**src/rtl/note_pkg.sv**
```systemverilog
// Shared constants, parser states and the note key table for the note selector.
package note_pkg;

    localparam logic [4:0] EMPTY_ID  = 5'd31;
    localparam int         NUM_NOTES = 25;

    localparam logic [7:0] SC_EXT = 8'hE0;
    localparam logic [7:0] SC_BRK = 8'hF0;

    typedef enum logic [1:0] {
        IDLE,
        BRK,
        EXT,
        EXT_BRK
    } parse_state_t;

    // Set-2 make codes indexed by note id: lower row (Z..M) then upper row (Q..I).
    localparam logic [7:0] NOTE_CODE [NUM_NOTES] = '{
        8'h1A, 8'h1B, 8'h22, 8'h23, 8'h21, 8'h2A, 8'h34, 8'h32, 8'h33, 8'h31, 8'h3B, 8'h3A,
        8'h15, 8'h1E, 8'h1D, 8'h26, 8'h24, 8'h2D, 8'h2E, 8'h2C, 8'h36, 8'h35, 8'h3D, 8'h3C,
        8'h43
    };

endpackage

```
**src/rtl/note_key_rom.sv**
```systemverilog
// Combinational scan-code to note-id lookup.
module note_key_rom
    import note_pkg::*;
(
    input  logic [7:0] i_code,
    output logic       o_hit,
    output logic [4:0] o_id
);

    // Linear match against the key table; codes are unique so at most one entry hits.
    always_comb begin
        o_hit = 1'b0;
        o_id  = EMPTY_ID;
        for (int i = 0; i < NUM_NOTES; i++) begin
            if (i_code == NOTE_CODE[i]) begin
                o_hit = 1'b1;
                o_id  = 5'(i);
            end
        end
    end

endmodule

```
**src/rtl/note_select.sv**
```systemverilog
// Tracks up to two held note keys from PS/2 scan codes and publishes their
// ids once per frame with a one-frame new_f strobe.
//
// state   | meaning
// IDLE    | waiting for a key byte; plain codes are make events
// BRK     | F0 seen; next code is a break event
// EXT     | E0 seen; extended keys are never notes
// EXT_BRK | E0 F0 seen; next code is swallowed
module note_select
    import note_pkg::*;
(
    input  logic       clock,
    input  logic       reset,
    input  logic       vsync,
    input  logic [7:0] code,
    input  logic       code_valid,
    output logic [4:0] freq_id1,
    output logic [4:0] freq_id2,
    output logic       new_f
);

    parse_state_t r_state;
    parse_state_t w_state_nx;

    logic [4:0] r_slot1;
    logic [4:0] r_slot2;
    logic [4:0] r_freq_id1;
    logic [4:0] r_freq_id2;
    logic       r_new_f;
    logic       r_pending;
    logic       r_vsync_d;

    logic       w_make;
    logic       w_brk;
    logic       w_hit;
    logic [4:0] w_id;
    logic [4:0] w_slot1_nx;
    logic [4:0] w_slot2_nx;
    logic       w_slot_change;
    logic       w_fe;

    note_key_rom u_rom (
        .i_code (code),
        .o_hit  (w_hit),
        .o_id   (w_id)
    );

    assign w_fe = r_vsync_d & ~vsync;

    // Parser next state and event decode; only code_valid cycles advance it.
    always_comb begin
        w_state_nx = r_state;
        w_make     = 1'b0;
        w_brk      = 1'b0;
        if (code_valid) begin
            case (r_state)
                IDLE: begin
                    if (code == SC_EXT) begin
                        w_state_nx = EXT;
                    end else if (code == SC_BRK) begin
                        w_state_nx = BRK;
                    end else begin
                        w_make = 1'b1;
                    end
                end
                BRK: begin
                    w_brk      = 1'b1;
                    w_state_nx = IDLE;
                end
                EXT: begin
                    w_state_nx = (code == SC_BRK) ? EXT_BRK : IDLE;
                end
                EXT_BRK: begin
                    w_state_nx = IDLE;
                end
                default: begin
                    w_state_nx = IDLE;
                end
            endcase
        end
    end

    // Slot update rules; slot1 is kept filled first so slot2 is only used when slot1 holds a note.
    always_comb begin
        w_slot1_nx = r_slot1;
        w_slot2_nx = r_slot2;
        if (w_make && w_hit) begin
            if ((w_id == r_slot1) || (w_id == r_slot2)) begin
                w_slot1_nx = r_slot1;
            end else if (r_slot1 == EMPTY_ID) begin
                w_slot1_nx = w_id;
            end else begin
                // slot2 empty, or both full and the newest key replaces slot2
                w_slot2_nx = w_id;
            end
        end else if (w_brk && w_hit) begin
            if (w_id == r_slot1) begin
                w_slot1_nx = r_slot2;
                w_slot2_nx = EMPTY_ID;
            end else if (w_id == r_slot2) begin
                w_slot2_nx = EMPTY_ID;
            end
        end
    end

    assign w_slot_change = (w_slot1_nx != r_slot1) || (w_slot2_nx != r_slot2);

    // Parser state and held-key slots.
    always_ff @(posedge clock) begin
        if (reset) begin
            r_state <= IDLE;
            r_slot1 <= EMPTY_ID;
            r_slot2 <= EMPTY_ID;
        end else begin
            r_state <= w_state_nx;
            r_slot1 <= w_slot1_nx;
            r_slot2 <= w_slot2_nx;
        end
    end

    // Frame-aligned publish: a strobe after a strobe is suppressed so new_f always has a low frame between pulses.
    always_ff @(posedge clock) begin
        if (reset) begin
            r_vsync_d  <= 1'b1;
            r_new_f    <= 1'b0;
            r_freq_id1 <= EMPTY_ID;
            r_freq_id2 <= EMPTY_ID;
        end else begin
            r_vsync_d <= vsync;
            if (w_fe) begin
                if (r_new_f) begin
                    r_new_f <= 1'b0;
                end else if (r_pending) begin
                    r_freq_id1 <= r_slot1;
                    r_freq_id2 <= r_slot2;
                    r_new_f    <= 1'b1;
                end
            end
        end
    end

    // Pending change flag; a slot change in the latch cycle wins so it is published at a later frame.
    always_ff @(posedge clock) begin
        if (reset) begin
            r_pending <= 1'b0;
        end else if (w_slot_change) begin
            r_pending <= 1'b1;
        end else if (w_fe && !r_new_f && r_pending) begin
            r_pending <= 1'b0;
        end
    end

    assign freq_id1 = r_freq_id1;
    assign freq_id2 = r_freq_id2;
    assign new_f    = r_new_f;

endmodule

```
**config.mk**
```make
export PLATFORM = sky130hd
export DESIGN_NAME = note_select
export DESIGN_NICKNAME = d
export VERILOG_FILES = /design/src/rtl/note_pkg.sv /design/src/rtl/note_key_rom.sv /design/src/rtl/note_select.sv
export SDC_FILE = /design/constraint.sdc
export NUM_CORES = 1
export LEC_CHECK = 0
export CORE_MARGIN = 5
export CORE_UTILIZATION = 63
export DETAILED_ROUTE_END_ITERATION = 16
export DONT_BUFFER_PORTS = 1
export PLACE_DENSITY = 0.8
export SLEW_MARGIN = 20
export SYNTH_ARGS = -nofsm -noshare
export SYNTH_HDL_FRONTEND = slang
export SYNTH_HIERARCHICAL = 1
export SYNTH_SLANG_ARGS = --single-unit
```
**constraint.sdc**
```tcl
create_clock -name clock -period 4.5 [get_ports clock]
set_clock_uncertainty 0.2 [all_clocks]
set_input_delay 0.675 -clock clock [delete_from_list [all_inputs] [get_ports clock]]
set_output_delay 0.675 -clock clock [all_outputs]
set_load 0.01 [all_outputs]
```
==> reports/results.tsv <==
stage	metric	value	unit
outcome	status	completed	
clock_tree	hold_buffers	0	
routing	drc_errors	0	
routing	drt_iter0_markers	160	
hold_path	hold_class	in -> reg	
layout	final_cell_mix	25 x dfxtp_1, 20 x nor2b_1, 11 x a21oi_1, 10 x xor2_1, 10 x a211o_1	
worst_setup_path	path_cells	or3b_1 > a2111oi_0 > a311o_1 > nor2_1 > xor2_1 > nor4_2 > and3b_1 > mux2_2 > o22a_1	
layout	fin_nets	225	
global_routing	grt_max_degree	27	
pwr	power_density	194.8	nW/um2
clock_tree	cts_setup_buffers	0	
sta	hold_violations	0	
die	ios	23	
pwr	total_power	0.3677	mW
worst_setup_path	critPathSlowestCell	a2111oi_0	
die	fp-row-count	20	
sta	slew_headroom	38.47	%
clock_tree	clockBufferDepth	2	
place	placement.io_buffers	0	
global_routing	use_met1	31.60	%
routing	via_per_inst	7.110	
yosys	synth_edf_count	0	
worst_setup_path	start_kind	input port	
global_routing	use_met2	35.50	%
clock_tree	cts_tree	yes	
global_routing	grt_pass1_vias	1622	
place	dp_cells	241	
routing	via_count	1742	
sta	slew_viol_final	0	
global_routing	busiest_layer	met2	
clock_tree	numCtsBuffers	3	
clock_tree	insertion_delay	0.32	ns
sta	fin_crit_sh	81.45	%
flow_run	cap_violations	0	
die	dieWidth	64.87	um
place	place.gp.congestion	0.9950	
worst_setup_path	path_max_fanout	19	
global_routing	use_met3	4.333	%
pwr	peakVddDrop	219.9	uV
worst_setup_path	slowest_delay	0.61	ns
yosys	avgSynthCellArea	8.393	um2
worst_setup_path	cp.required	4.52	ns
sta	tightestPinTransition	0.9174	ns
layout	final_common_cell	dfxtp_1	
routing	ant_nets	0	
worst_setup_path	r2r_slack	2.04	ns
die	start_util	63.70	%
global_routing	grt_usage	22.46	%
worst_setup_path	end_kind	register	
sta	fin_tns_setup	0	ns
die	core	2978	um2
worst_setup_path	cp.depth	9	
sta	worst_hold_slack	0.2020	ns
sta	fmax	272.8	MHz
clock_tree	clk_pin_slew	0.13	ns
clock_tree	clock-sinks	25	
routing	wl_per_cell	18.38	um
worst_setup_path	path_class	in -> reg	
yosys	ys_ff_latch	25	
global_routing	grt_first_pass_wirelength	7610	um
global_routing	overflow	0	
layout	fin_cells	245	
clock_tree	cts_root_buffer	clkbuf_4	
worst_setup_path	reg2regPathDepth	5	
clock_tree	cts_resized	0	
die	die-area	4208	um2
routing	wirelength	4504	um
clock_tree	htree_levels	1	
place	dp_hpwl	3227	um
layout	area_growth	-0.4618	%
yosys	synthesis.area	1897	um2
worst_setup_path	arrival	3.69	ns
sta	final_period_minus_worst_setup_slack	3.665	ns
global_routing	grt_antenna_before_repair	0	
layout	drive_gt1_share	6.132	%
yosys	ys_seq_area_share	26.39	%
yosys	synth.distinct_cells	57	
worst_setup_path	crit_family	simple AND/OR/NAND/NOR gates	
routing	dr.pass1.iters	4	
yosys	synth_warnings	6	
layout	n_antenna_cell	0	
sta	setup_viol	0	
sta	rsz0062_at_grt	no	
die	die_h	64.87	um
yosys	syn_inst	226	
pwr	power_leakage	0.6282	nW
worst_setup_path	worst-path-buf-inv	0	
layout	fill_cells	273	
yosys	async_flop_share	0	%
yosys	ys.flop_type	dfxtp_1	
yosys	synth.net_count	238	
hold_path	min_path_cells	1	
-- where the power goes --
part	switching (mW)	internal (mW)
clock	0.0647	0.0347
sequential	0.000263	0.222
combinational	0.0239	0.0222
total	0.0889	0.279
-- cells in the mapped netlist, drive strengths merged (3+ instances only) --
cell | count | area share, %
a2111oi | 7 | 3.2
a211o | 10 | 4.6
a211oi | 5 | 2.0
a21oi | 11 | 2.9
and3b | 5 | 2.3
buf | 7 | 2.6
clkbuf | 12 | 2.4
dfxtp | 25 | 26
inv | 7 | 1.4
mux2 | 4 | 2.4
nand2 | 5 | 0.99
nand2b | 3 | 0.99
nand3 | 4 | 1.1
nor2 | 9 | 1.8
nor2b | 20 | 6.6
nor3 | 8 | 2.1
nor3b | 7 | 2.8
nor4bb | 6 | 3.2
o21ai | 8 | 2.1
o21bai | 5 | 2.0
o22a | 4 | 1.8
xnor2 | 5 | 2.3
xor2 | 10 | 4.6
-- worst paths after layout --
check	from	end
setup / recovery	code[3]	r_slot1[0]
hold / removal	reset	r_state[0]
setup reg to reg	r_slot1[1]	r_slot1[0]
hold reg to reg	r_state[0]	r_state[0]
-- state kept, by name (all words and copies together), names as in the netlist --
name       count
freq_id1       5
freq_id2       5
new_f          1
r_pending      1
r_slot1        5
r_slot2        5
r_state        2
r_vsync_d      1
-- metrics by stage --
stage / utilization (%) / area (um2) / worst slack [ns]
final: 63.40 / 1888 / 0.8347
after global routing: 63.40 / 1888 / 0.5839
after CTS: 63.19 / 1882 / 0.9031
after detailed placement: 62.31 / 1856 / 0.5738
after global placement: 62.31 / 1856 / 0.6880
after floorplan: - / 1897 / 0.8287
-- worst reg2reg max path, delay by kind of cell, from the launching register on --
| kind | cells | cell delay [ns] |
|---|---|---|
| flip-flops | 1 | 0.39 |
| AND/OR/NAND/NOR | 3 | 1.20 |
| multiplexers | 1 | 0.39 |
| AO/OA/AOI/OAI | 1 | 0.19 |
-- kinds of logic after synthesis --
family,Yosys count,share of synthesized area (%)
buffers and inverters,26,6.399
adders and majority gates,1,0.5277
and+or+nand+nor,86,30.15
xor gates and xnor gates,15,6.926
DFF,25,26.39
muxes,5,2.902
AOI/OAI and AO/OA,68,26.72
-- routing by layer --
layer | wire (um) | vias to the layer above
li1 | - | 834
met2 | 2127 | 72
met3 | 326 | 12
met5 | 0 | -
met4 | 43 | 0
met1 | 2006 | 824
-- layout make-up --
cell class / instances / area [um2] / area share [%]
Inverter: 7 / 26.28 / 1.392
Tap cell: 33 / 41.29 / 2.187
Clock buffer: 4 / 26.28 / 1.392
Timing Repair Buffer: 1 / 7.507 / 0.3976
Multi-Input combinational cell: 175 / 1286 / 68.12
Sequential cell: 25 / 500.5 / 26.51
No activity file was read; power rests on OpenSTA's default activity.
